<file path="src/rtl/hex_keypad_reader.sv">
`default_nettype none
// ============================================================================
// Module   : hex_keypad_reader
// Purpose  : Scans a 4x4 hex keypad (one column driven low at a time), samples
//            the active-low rows, debounces whole-matrix frames and shifts each
//            accepted key nibble into a 3-digit value. The 13-bit hex_value has
//            the same layout as the 7-segment display driver's input.
// Ports    : clk       - system clock
//            rst       - synchronous, active-high reset
//            cols[3:0] - column drives, active low, exactly one bit low
//            rows[3:0] - row sense lines, active low, asynchronous
//            key_valid - one-cycle pulse per accepted key
//            key_code  - nibble of the last accepted key
//            hex_value - [11:0] last three digits (newest in [3:0]),
//                        [12] set once three or more digits were entered
// Revision : 1.0 - initial release
// ============================================================================
module hex_keypad_reader #(
    parameter int SCAN_RATE       = 1000,       // Hz per column
    parameter int SYS_CLK_FREQ    = 100000000,  // Hz
    parameter int DEBOUNCE_FRAMES = 4           // 1..255
) (
    input  logic        clk,
    input  logic        rst,
    output logic [3:0]  cols,
    input  logic [3:0]  rows,
    output logic        key_valid,
    output logic [3:0]  key_code,
    output logic [12:0] hex_value
);

    // Column dwell in clocks; must be at least 4 so the synchronised rows
    // reflect the currently driven column when the dwell ends.
    localparam int          c_col_div  = SYS_CLK_FREQ / (SCAN_RATE * 4);
    localparam logic [31:0] c_div_last = 32'(c_col_div - 1);
    localparam logic [7:0]  c_deb      = 8'(DEBOUNCE_FRAMES);

    // Frame classes
    localparam logic [1:0] c_cls_none  = 2'd0;
    localparam logic [1:0] c_cls_key   = 2'd1;
    localparam logic [1:0] c_cls_multi = 2'd2;

    typedef enum logic [0:0] {
        ST_RELEASED = 1'b0,
        ST_PRESSED  = 1'b1
    } state_t;

    state_t      r_state;
    logic [31:0] r_div;
    logic [1:0]  r_col_idx;
    logic [3:0]  r_cols;
    logic [3:0]  r_rows_meta;
    logic [3:0]  r_rows_sync;
    logic [3:0]  r_samp0;
    logic [3:0]  r_samp1;
    logic [3:0]  r_samp2;
    logic [1:0]  r_cand_kind;
    logic [3:0]  r_cand_key;
    logic [7:0]  r_cnt;
    logic [1:0]  r_digits;
    logic        r_key_valid;
    logic [3:0]  r_key_code;
    logic [12:0] r_hex_value;

    logic        w_tick;
    logic [1:0]  w_col_next;
    logic [3:0]  w_cols_next;
    logic [3:0]  w_col_rows [0:3];
    logic [1:0]  w_hits;
    logic [3:0]  w_hit_idx;
    logic [1:0]  w_cls_kind;
    logic [3:0]  w_cls_key;
    logic        w_same;
    logic [7:0]  w_next_cnt;
    logic        w_qual;

    // Position index is row*4 + column.
    function automatic logic [3:0] keymap(input logic [3:0] idx);
        logic [3:0] v;
        case (idx)
            4'd0:  v = 4'h1;
            4'd1:  v = 4'h2;
            4'd2:  v = 4'h3;
            4'd3:  v = 4'hA;
            4'd4:  v = 4'h4;
            4'd5:  v = 4'h5;
            4'd6:  v = 4'h6;
            4'd7:  v = 4'hB;
            4'd8:  v = 4'h7;
            4'd9:  v = 4'h8;
            4'd10: v = 4'h9;
            4'd11: v = 4'hC;
            4'd12: v = 4'h0;
            4'd13: v = 4'hF;
            4'd14: v = 4'hE;
            default: v = 4'hD;
        endcase
        return v;
    endfunction

    assign w_tick     = (r_div == c_div_last);
    assign w_col_next = r_col_idx + 2'd1;

    always_comb begin
        w_cols_next = 4'b1111;
        w_cols_next[w_col_next] = 1'b0;
    end

    // The col3 rows are taken straight from the synchroniser so the frame is
    // classified on the same tick that ends it.
    always_comb begin
        w_col_rows[0] = r_samp0;
        w_col_rows[1] = r_samp1;
        w_col_rows[2] = r_samp2;
        w_col_rows[3] = r_rows_sync;
    end

    // Count low intersections (saturating at 2) and remember the last one.
    always_comb begin
        w_hits    = 2'd0;
        w_hit_idx = 4'd0;
        for (int r = 0; r < 4; r++) begin
            for (int c = 0; c < 4; c++) begin
                if (!w_col_rows[c][r]) begin
                    if (w_hits != 2'd2) begin
                        w_hits = w_hits + 2'd1;
                    end
                    w_hit_idx = 4'(r * 4 + c);
                end
            end
        end
    end

    always_comb begin
        w_cls_kind = c_cls_none;
        w_cls_key  = 4'd0;
        if (w_hits == 2'd1) begin
            w_cls_kind = c_cls_key;
            w_cls_key  = keymap(w_hit_idx);
        end else if (w_hits == 2'd2) begin
            w_cls_kind = c_cls_multi;
        end
    end

    always_comb begin
        w_same     = (w_cls_kind == r_cand_kind) && (w_cls_key == r_cand_key);
        w_next_cnt = 8'd1;
        if (w_same) begin
            w_next_cnt = (r_cnt == 8'hFF) ? 8'hFF : r_cnt + 8'd1;
        end
        w_qual = (w_next_cnt == c_deb);
    end

    always_ff @(posedge clk) begin
        if (rst) begin
            r_state     <= ST_RELEASED;
            r_div       <= 32'd0;
            r_col_idx   <= 2'd0;
            r_cols      <= 4'b1110;
            r_rows_meta <= 4'hF;
            r_rows_sync <= 4'hF;
            r_samp0     <= 4'hF;
            r_samp1     <= 4'hF;
            r_samp2     <= 4'hF;
            r_cand_kind <= c_cls_none;
            r_cand_key  <= 4'd0;
            r_cnt       <= 8'd0;
            r_digits    <= 2'd0;
            r_key_valid <= 1'b0;
            r_key_code  <= 4'd0;
            r_hex_value <= 13'd0;
        end else begin
            r_rows_meta <= rows;
            r_rows_sync <= r_rows_meta;
            r_key_valid <= 1'b0;

            if (w_tick) begin
                r_div     <= 32'd0;
                r_col_idx <= w_col_next;
                r_cols    <= w_cols_next;

                case (r_col_idx)
                    2'd0:    r_samp0 <= r_rows_sync;
                    2'd1:    r_samp1 <= r_rows_sync;
                    2'd2:    r_samp2 <= r_rows_sync;
                    default: ;
                endcase

                if (r_col_idx == 2'd3) begin
                    // MULTI only refreshes the candidate; it can never
                    // satisfy either transition below.
                    r_cand_kind <= w_cls_kind;
                    r_cand_key  <= w_cls_key;
                    r_cnt       <= w_next_cnt;

                    case (r_state)
                        ST_RELEASED: begin
                            if ((w_cls_kind == c_cls_key) && w_qual) begin
                                r_state     <= ST_PRESSED;
                                r_key_valid <= 1'b1;
                                r_key_code  <= w_cls_key;
                                r_hex_value[11:0] <= {r_hex_value[7:0], w_cls_key};
                                if (r_digits != 2'd3) begin
                                    r_digits <= r_digits + 2'd1;
                                end
                                if (r_digits >= 2'd2) begin
                                    r_hex_value[12] <= 1'b1;
                                end
                            end
                        end
                        ST_PRESSED: begin
                            // A different stable key is ignored until a
                            // qualified release (no rollover).
                            if ((w_cls_kind == c_cls_none) && w_qual) begin
                                r_state <= ST_RELEASED;
                            end
                        end
                        default: r_state <= ST_RELEASED;
                    endcase
                end
            end else begin
                r_div <= r_div + 32'd1;
            end
        end
    end

    assign cols      = r_cols;
    assign key_valid = r_key_valid;
    assign key_code  = r_key_code;
    assign hex_value = r_hex_value;

endmodule
`default_nettype wire

</file>
<file path="config.mk">
export PLATFORM = sky130hd
export DESIGN_NAME = hex_keypad_reader
export DESIGN_NICKNAME = d
export VERILOG_FILES = /design/src/rtl/hex_keypad_reader.sv
export SDC_FILE = /design/constraint.sdc
export NUM_CORES = 1
export LEC_CHECK = 0
export ABC_CLOCK_PERIOD_IN_PS = 18400
export BUFFER_PORTS_ARGS = -buffer_cell sky130_fd_sc_hd__buf_2
export CAP_MARGIN = 10
export CORE_UTILIZATION = 45
export CTS_CLUSTER_SIZE = 16
export DETAILED_ROUTE_END_ITERATION = 10
export PLACE_DENSITY_LB_ADDON = 0.08
export RECOVER_POWER = 25
export SYNTH_ARGS = -nofsm -noshare
export SYNTH_HDL_FRONTEND = slang
export SYNTH_SLANG_ARGS = --single-unit
export TNS_END_PERCENT = 50
</file>
<file path="constraint.sdc">
create_clock -name clk -period 18.4 [get_ports clk]
set_input_delay 2.76 -clock clk [delete_from_list [all_inputs] [get_ports clk]]
set_output_delay 2.76 -clock clk [all_outputs]
set_load 0.05 [all_outputs]
</file>
==> results of run 1 <==
[per-stage QoR]
stage                     std cells  hold WS, ps  area [um^2]  power [mW]  setup slack [ps]
after floorplan                 684        389.5         5549      0.2278             11450
after global placement          823        393.5         5719      0.2340             10080
after detailed placement        823        398.0         5719      0.2342              9722
after CTS                       839        415.0         6065      0.4431              9704
after global routing            839        422.0         6043      0.4563              8920
final                           839        414.4         6043      0.4392              9674
[cell usage after synthesis, drive strengths merged (9+ instances only)]
master,count
a21oi,37
a211oi,10
dfxtp,89
clkbuf,30
mux2i,20
o21ai,33
inv,22
a31oi,9
nor3,15
nand4,10
and3,14
xor2,28
nand3,20
nor2,88
or2,12
nor2b,11
ha,20
nand2,72
o211ai,20
and2,13
xnor2,23
[path summary, 6_finish.rpt]
kind / from / end / depth (start not counted)
setup reg to reg: r_samp0[0] / r_digits[0] / 30
hold reg to reg: r_rows_meta[2] / r_rows_sync[2] / 1
setup / recovery: r_samp0[0] / r_digits[0] / 30
hold / removal: r_rows_meta[2] / r_rows_sync[2] / 1
[per-layer routing]
layer  track usage  wire [um]  part of all wire
met1        0.2692       5765              0.49
met2        0.3067       5387              0.45
met3       0.02464        458             0.039
met4       0.08509        268             0.023
met5             0          0                 0
[registers in the layout (all words and copies together) (netlist names)]
signal       count
r_div           32
hex_value       10
r_cnt            8
cols             4
r_cand_key       4
r_rows_meta      4
r_rows_sync      4
r_samp0          4
r_samp1          4
r_samp2          4
key_code         3
r_cand_kind      2
r_col_idx        2
r_digits         2
key_valid        1
r_state          1
[cell type report]
type,instances,area share
clock buffers,11,0.04017
clock inverters,5,0.01698
inverters,22,0.01366
multi-input cells,536,0.5826
flip-flops and latches,89,0.2948
well taps,147,0.03043
repair buffers,29,0.02133
[power groups by stage]
stage / Sequential [mW] / Clock [mW] / Combinational (mW)
after CTS: 0.196 / 0.213 / 0.0343
after detailed placement: 0.200 / 0 / 0.0340
after global routing: 0.196 / 0.222 / 0.0386
final: 0.196 / 0.209 / 0.0344
after floorplan: 0.199 / 0 / 0.0287
after global placement: 0.200 / 0 / 0.0338
[cell families after synthesis]
group | share of synthesized area
mux | 0.03878
fa+ha+maj | 0.04510
compound gates | 0.2142
flops | 0.3211
buf+inv | 0.04442
xor+xnor | 0.08794
simple gates | 0.2485
[critical path, delay by kind of cell (launching register included)]
| family | cells | cell delay [ps] |
|---|---|---|
| simple gates | 15 | 3970 |
| flops | 1 | 380 |
| compound gates | 9 | 2860 |
| xor+xnor | 2 | 290 |
| fa+ha+maj | 3 | 920 |
| buf+inv | 1 | 80 |
==> flow_metrics.tcl, run 1 <==
set metrics [dict create \
    status "complete, but fails checks" \
    violations "capacitance limit, slew limit" \
    relSlewSlack -0.1938 \
    critPathMaxFanout 15 \
    critPathSlowestCell "nand4_1" \
    final-setup-viol-count 0 \
    area_growth_pct 8.906 \
    drt_wl_total_um 11880 \
    rrSetupSlack_ps 9670 \
    fillers 1194 \
    netlist_instances 684 \
    cts_tree "yes" \
    fin_setup_tns_ps 0 \
    p_seq_frac 0.446 \
    cts_root_buffer "clkbuf_16" \
    power_frac_clock 0.476 \
    gp_routability_congestion 0.8731 \
    via_count 4717 \
    hold_violations 0 \
    ys_seq_elements 89 \
    tightest_slew_ps 1791 \
    yosys-top-cells-area "dfxtp_1 32%, nor2_1 5.9%, nand2_1 4.8%" \
    synth.top_cell.area_share 0.3211 \
    switching_share 0.2177 \
    synth_edf_count 0 \
    drive_above_1_share 0.09538 \
    cts_htree_levels 3 \
    synthFlopType "dfxtp_1" \
    fin_crit_sh 0.4742 \
    fin_worst_skew_ps 8.182 \
    numCtsBuffers 9 \
    final_cell_mix "89 x dfxtp_1, 87 x nor2_1, 71 x nand2_1" \
    ys.warnings.count 0 \
    die-area_mm2 0.01278 \
    clk_latency_ps 340 \
    post_cts_buffers 0 \
    fp.dieW_um 113.0 \
    dp_hpwl_um 8520 \
    viasPerCell 5.622 \
    grt_pass1_vias 4265 \
    power_density_mw_per_mm2 72.68 \
    antenna_cells 0 \
    ios 28 \
    drc_errors 0 \
    cp_slowest_stage_delay_ps 810 \
    clk_pin_slew_ps 60 \
    clockBufferDepth 2 \
    switchingPower_mw 0.09561 \
    crit_arrival_ps 8880 \
    ant_nets 0 \
    grt_pass1_wl_um 20390 \
    cts.repair.resized 0 \
    p_leak_nw 2.415 \
    final_util 0.5031 \
    nets 713 \
    fin_crit_ps 8726 \
    irDropWorstVdd_v 0.00005863 \
    end_kind "register" \
    gr-total-overflow 0 \
    die_height_um 113.0 \
    rsz0062_at_grt "no" \
    synth_area_mm2 0.005549 \
    grt_max_degree 44 \
    postCtsHoldBufs 0 \
    slew_violations 44 \
    power_frac_comb 0.078 \
    seq_area_frac_synth 0.3211 \
    antenna_found_initial 0 \
    start_util 0.4620 \
    synth.net_count 710 \
    clock_sinks 89 \
    start_kind "register" \
    grtUsageTotal 0.1953 \
    coreArea_mm2 0.01201 \
    mostFrequentLayoutCell "dfxtp_1" \
    ys_async_sr_fraction 0 \
    internal-power_mw 0.3436 \
    drtIter0Drc 363 \
    fmax_mhz 114.6 \
    multi_input_area_mm2 0.003521 \
    required_ps 18550 \
    port_buffers 27 \
    worstSetupPathType "register to register" \
    wl_per_cell_um 14.16 \
    yosysTopAreaCell "dfxtp_1" \
    max_cap_viol_count 1 \
    hold_class "register to register" \
    final-seq-area_mm2 0.001782 \
    avgSynthCellArea_um2 8.113 \
    num_rows 40 \
    ys_types 79 \
    first_pass_iters 5 \
]
Power figures use the tool's default switching activity.
==> run 2, diff against run 1 <==
--- a/config.mk
+++ b/config.mk
@@ -5,7 +5,7 @@
 export SDC_FILE = /design/constraint.sdc
 export NUM_CORES = 1
 export LEC_CHECK = 0
-export ABC_CLOCK_PERIOD_IN_PS = 18400
+export ABC_CLOCK_PERIOD_IN_PS = 7900
 export BUFFER_PORTS_ARGS = -buffer_cell sky130_fd_sc_hd__buf_2
 export CAP_MARGIN = 10
 export CORE_UTILIZATION = 45
==> constraint.sdc (replaced) <==
create_clock -name clk -period 7.9 [get_ports clk]
set_input_delay 1.185 -clock clk [delete_from_list [all_inputs] [get_ports clk]]
set_output_delay 1.185 -clock clk [all_outputs]
set_load 0.05 [all_outputs]
==> run 2 against run 1 <==
Compared with the run above:
- the flow now finishes without violations
- sequential share of layout area decreased by 0.62 points
- design area increased by 2.3%
- global-route usage increased by 0.39 points
- die area unchanged
- largest power group is now registers
- first-iteration DRC count decreased by 12%
==> flow_metrics.tcl, run 2 (same netlist as run 1, synthesis figures left out) <==
set metrics [dict create \
    antenna_cells 0 \
    die-area_mm2 0.01278 \
    hold_violations 0 \
    critPathSlowestCell "or4b_4" \
    cp_slowest_stage_delay_ps 540 \
    grt_max_degree 44 \
    antenna_found_initial 0 \
    p_leak_nw 2.441 \
    first_pass_iters 4 \
    hold_class "register to register" \
    ios 28 \
    fin_worst_skew_ps 8.249 \
    viasPerCell 5.647 \
    start_util 0.4620 \
    nets 724 \
    max_cap_viol_count 0 \
    fmax_mhz 134.9 \
    port_buffers 27 \
    worstSetupPathType "register to register" \
    drtIter0Drc 318 \
    end_kind "register" \
    clock_sinks 89 \
    clk_latency_ps 330 \
    power_density_mw_per_mm2 156.0 \
    tightest_slew_ps 815.1 \
    start_kind "register" \
    critPathMaxFanout 7 \
    drt_wl_total_um 12230 \
    final_cell_mix "87 x dfxtp_1, 85 x nor2_1, 71 x nand2_1" \
    cts_tree "yes" \
    clk_pin_slew_ps 60 \
    numCtsBuffers 9 \
    grt_pass1_vias 4498 \
    coreArea_mm2 0.01201 \
    required_ps 8080 \
    cts_htree_levels 3 \
    mostFrequentLayoutCell "dfxtp_1" \
    num_rows 40 \
    slew_violations 0 \
    final-setup-viol-count 0 \
    fin_crit_sh 0.9385 \
    drc_errors 0 \
    ant_nets 0 \
    fin_crit_ps 7414 \
    largest_reg_flops 32 \
    gp_routability_congestion 0.8664 \
    cts_root_buffer "clkbuf_16" \
    layout.cells.non_filler 849 \
    dp_hpwl_um 8649 \
    largest_register "r_div" \
    irDropWorstVdd_v 0.0001297 \
    grtUsageTotal 0.1992 \
    wl_per_cell_um 14.40 \
    gr-total-overflow 0 \
    area_growth_pct 11.41 \
    crit_arrival_ps 7600 \
    via_count 4794 \
    drive_above_1_share 0.1311 \
    fp.dieW_um 113.0 \
    grt_pass1_wl_um 20960 \
    status "completed" \
    die_height_um 113.0 \
    fin_total_pwr_mw 0.9643 \
    clockBufferDepth 2 \
    placed_cells 824 \
    relSlewSlack 0.4558 \
]
-- run 2: changes by cell type in the layout (fill, tap and decap cells not counted), moves of 2 or more --
cell / change
buf_4: +9
a221oi_2: -2
a221oi_4: +2
bufinv_16: -2
dfxtp_1: -2
dfxtp_2: +2
ha_1: -2
nor2_1: -2
nor2_2: +2
-- run 2: area by class of cell --
cell class              count  area (um^2)
well taps                 147        183.9
flip-flops and latches     89         1784
multi-input cells         536         3623
inverters                  22        82.58
clock buffers              12        256.5
fillers                  1182         5829
repair buffers             40        211.5
clock inverters             3        40.04
-- run 2: path summary, 6_finish.rpt --
| check | startpoint | endpoint | slack, ps | depth (start not counted) |
|---|---|---|---|---|
| worst max register to register | r_samp1[0] | hex_value[6] | 490 | 30 |
| worst min-delay path | r_rows_meta[0] | r_rows_sync[0] | 410 | 1 |
| worst max-delay path | r_samp1[0] | hex_value[6] | 490 | 30 |
| worst min register to register | r_rows_meta[0] | r_rows_sync[0] | 410 | 1 |
-- run 2: power breakdown --
| part | total (mW) | switching (mW) | leakage (nW) | internal (mW) |
|---|---|---|---|---|
| logic | 0.0855 | 0.0511 | 1.57 | 0.0343 |
| registers | 0.456 | 0.00437 | 0.719 | 0.452 |
| clock network | 0.423 | 0.163 | 0.148 | 0.260 |
| total | 0.964 | 0.219 | 2.44 | 0.746 |
-- run 2: per-layer routing --
metal	wire length, um	vias to the layer above	global-route usage
met5	0	-	0
li1	-	2460	-
met1	6145	2242	0.2670
met3	248	15	0.02839
met4	232	0	0.07105
met2	5599	77	0.3272
-- run 2: metrics by stage --
stage / area [um^2] / hold slack [ps] / setup WS, ps / util / TNS [ps]
final: 6182 / 410.1 / 486.2 / 0.5147 / 0
after global placement: 5727 / 392.3 / 284.5 / 0.4768 / 0
after floorplan: 5549 / 389.5 / 947.1 / - / 0
after CTS: 6023 / 409.9 / 17.90 / 0.5015 / 0
after global routing: 6182 / 422.0 / -0.1341 / 0.5147 / -0.1341
after detailed placement: 5727 / 395.7 / 60.11 / 0.4768 / 0
-- run 2: worst max-delay path: cells and delay by family (launching register included) --
family	cells	cell delay [ps]
buffers and inverters	2	390
muxes	1	150
AOI/OAI and AO/OA	8	2310
DFF	1	340
adders and majority gates	3	770
xor gates and xnor gates	3	500
and+or+nand+nor	13	2780
-- run 2: timing repair --
action | CTS | global route
buffers inserted | 0 | 9
endpoints found under the hold margin | 0 | 0
setup endpoints to repair | 0 | 25
hold buffers | 0 | 0
resized for setup | 0 | 25
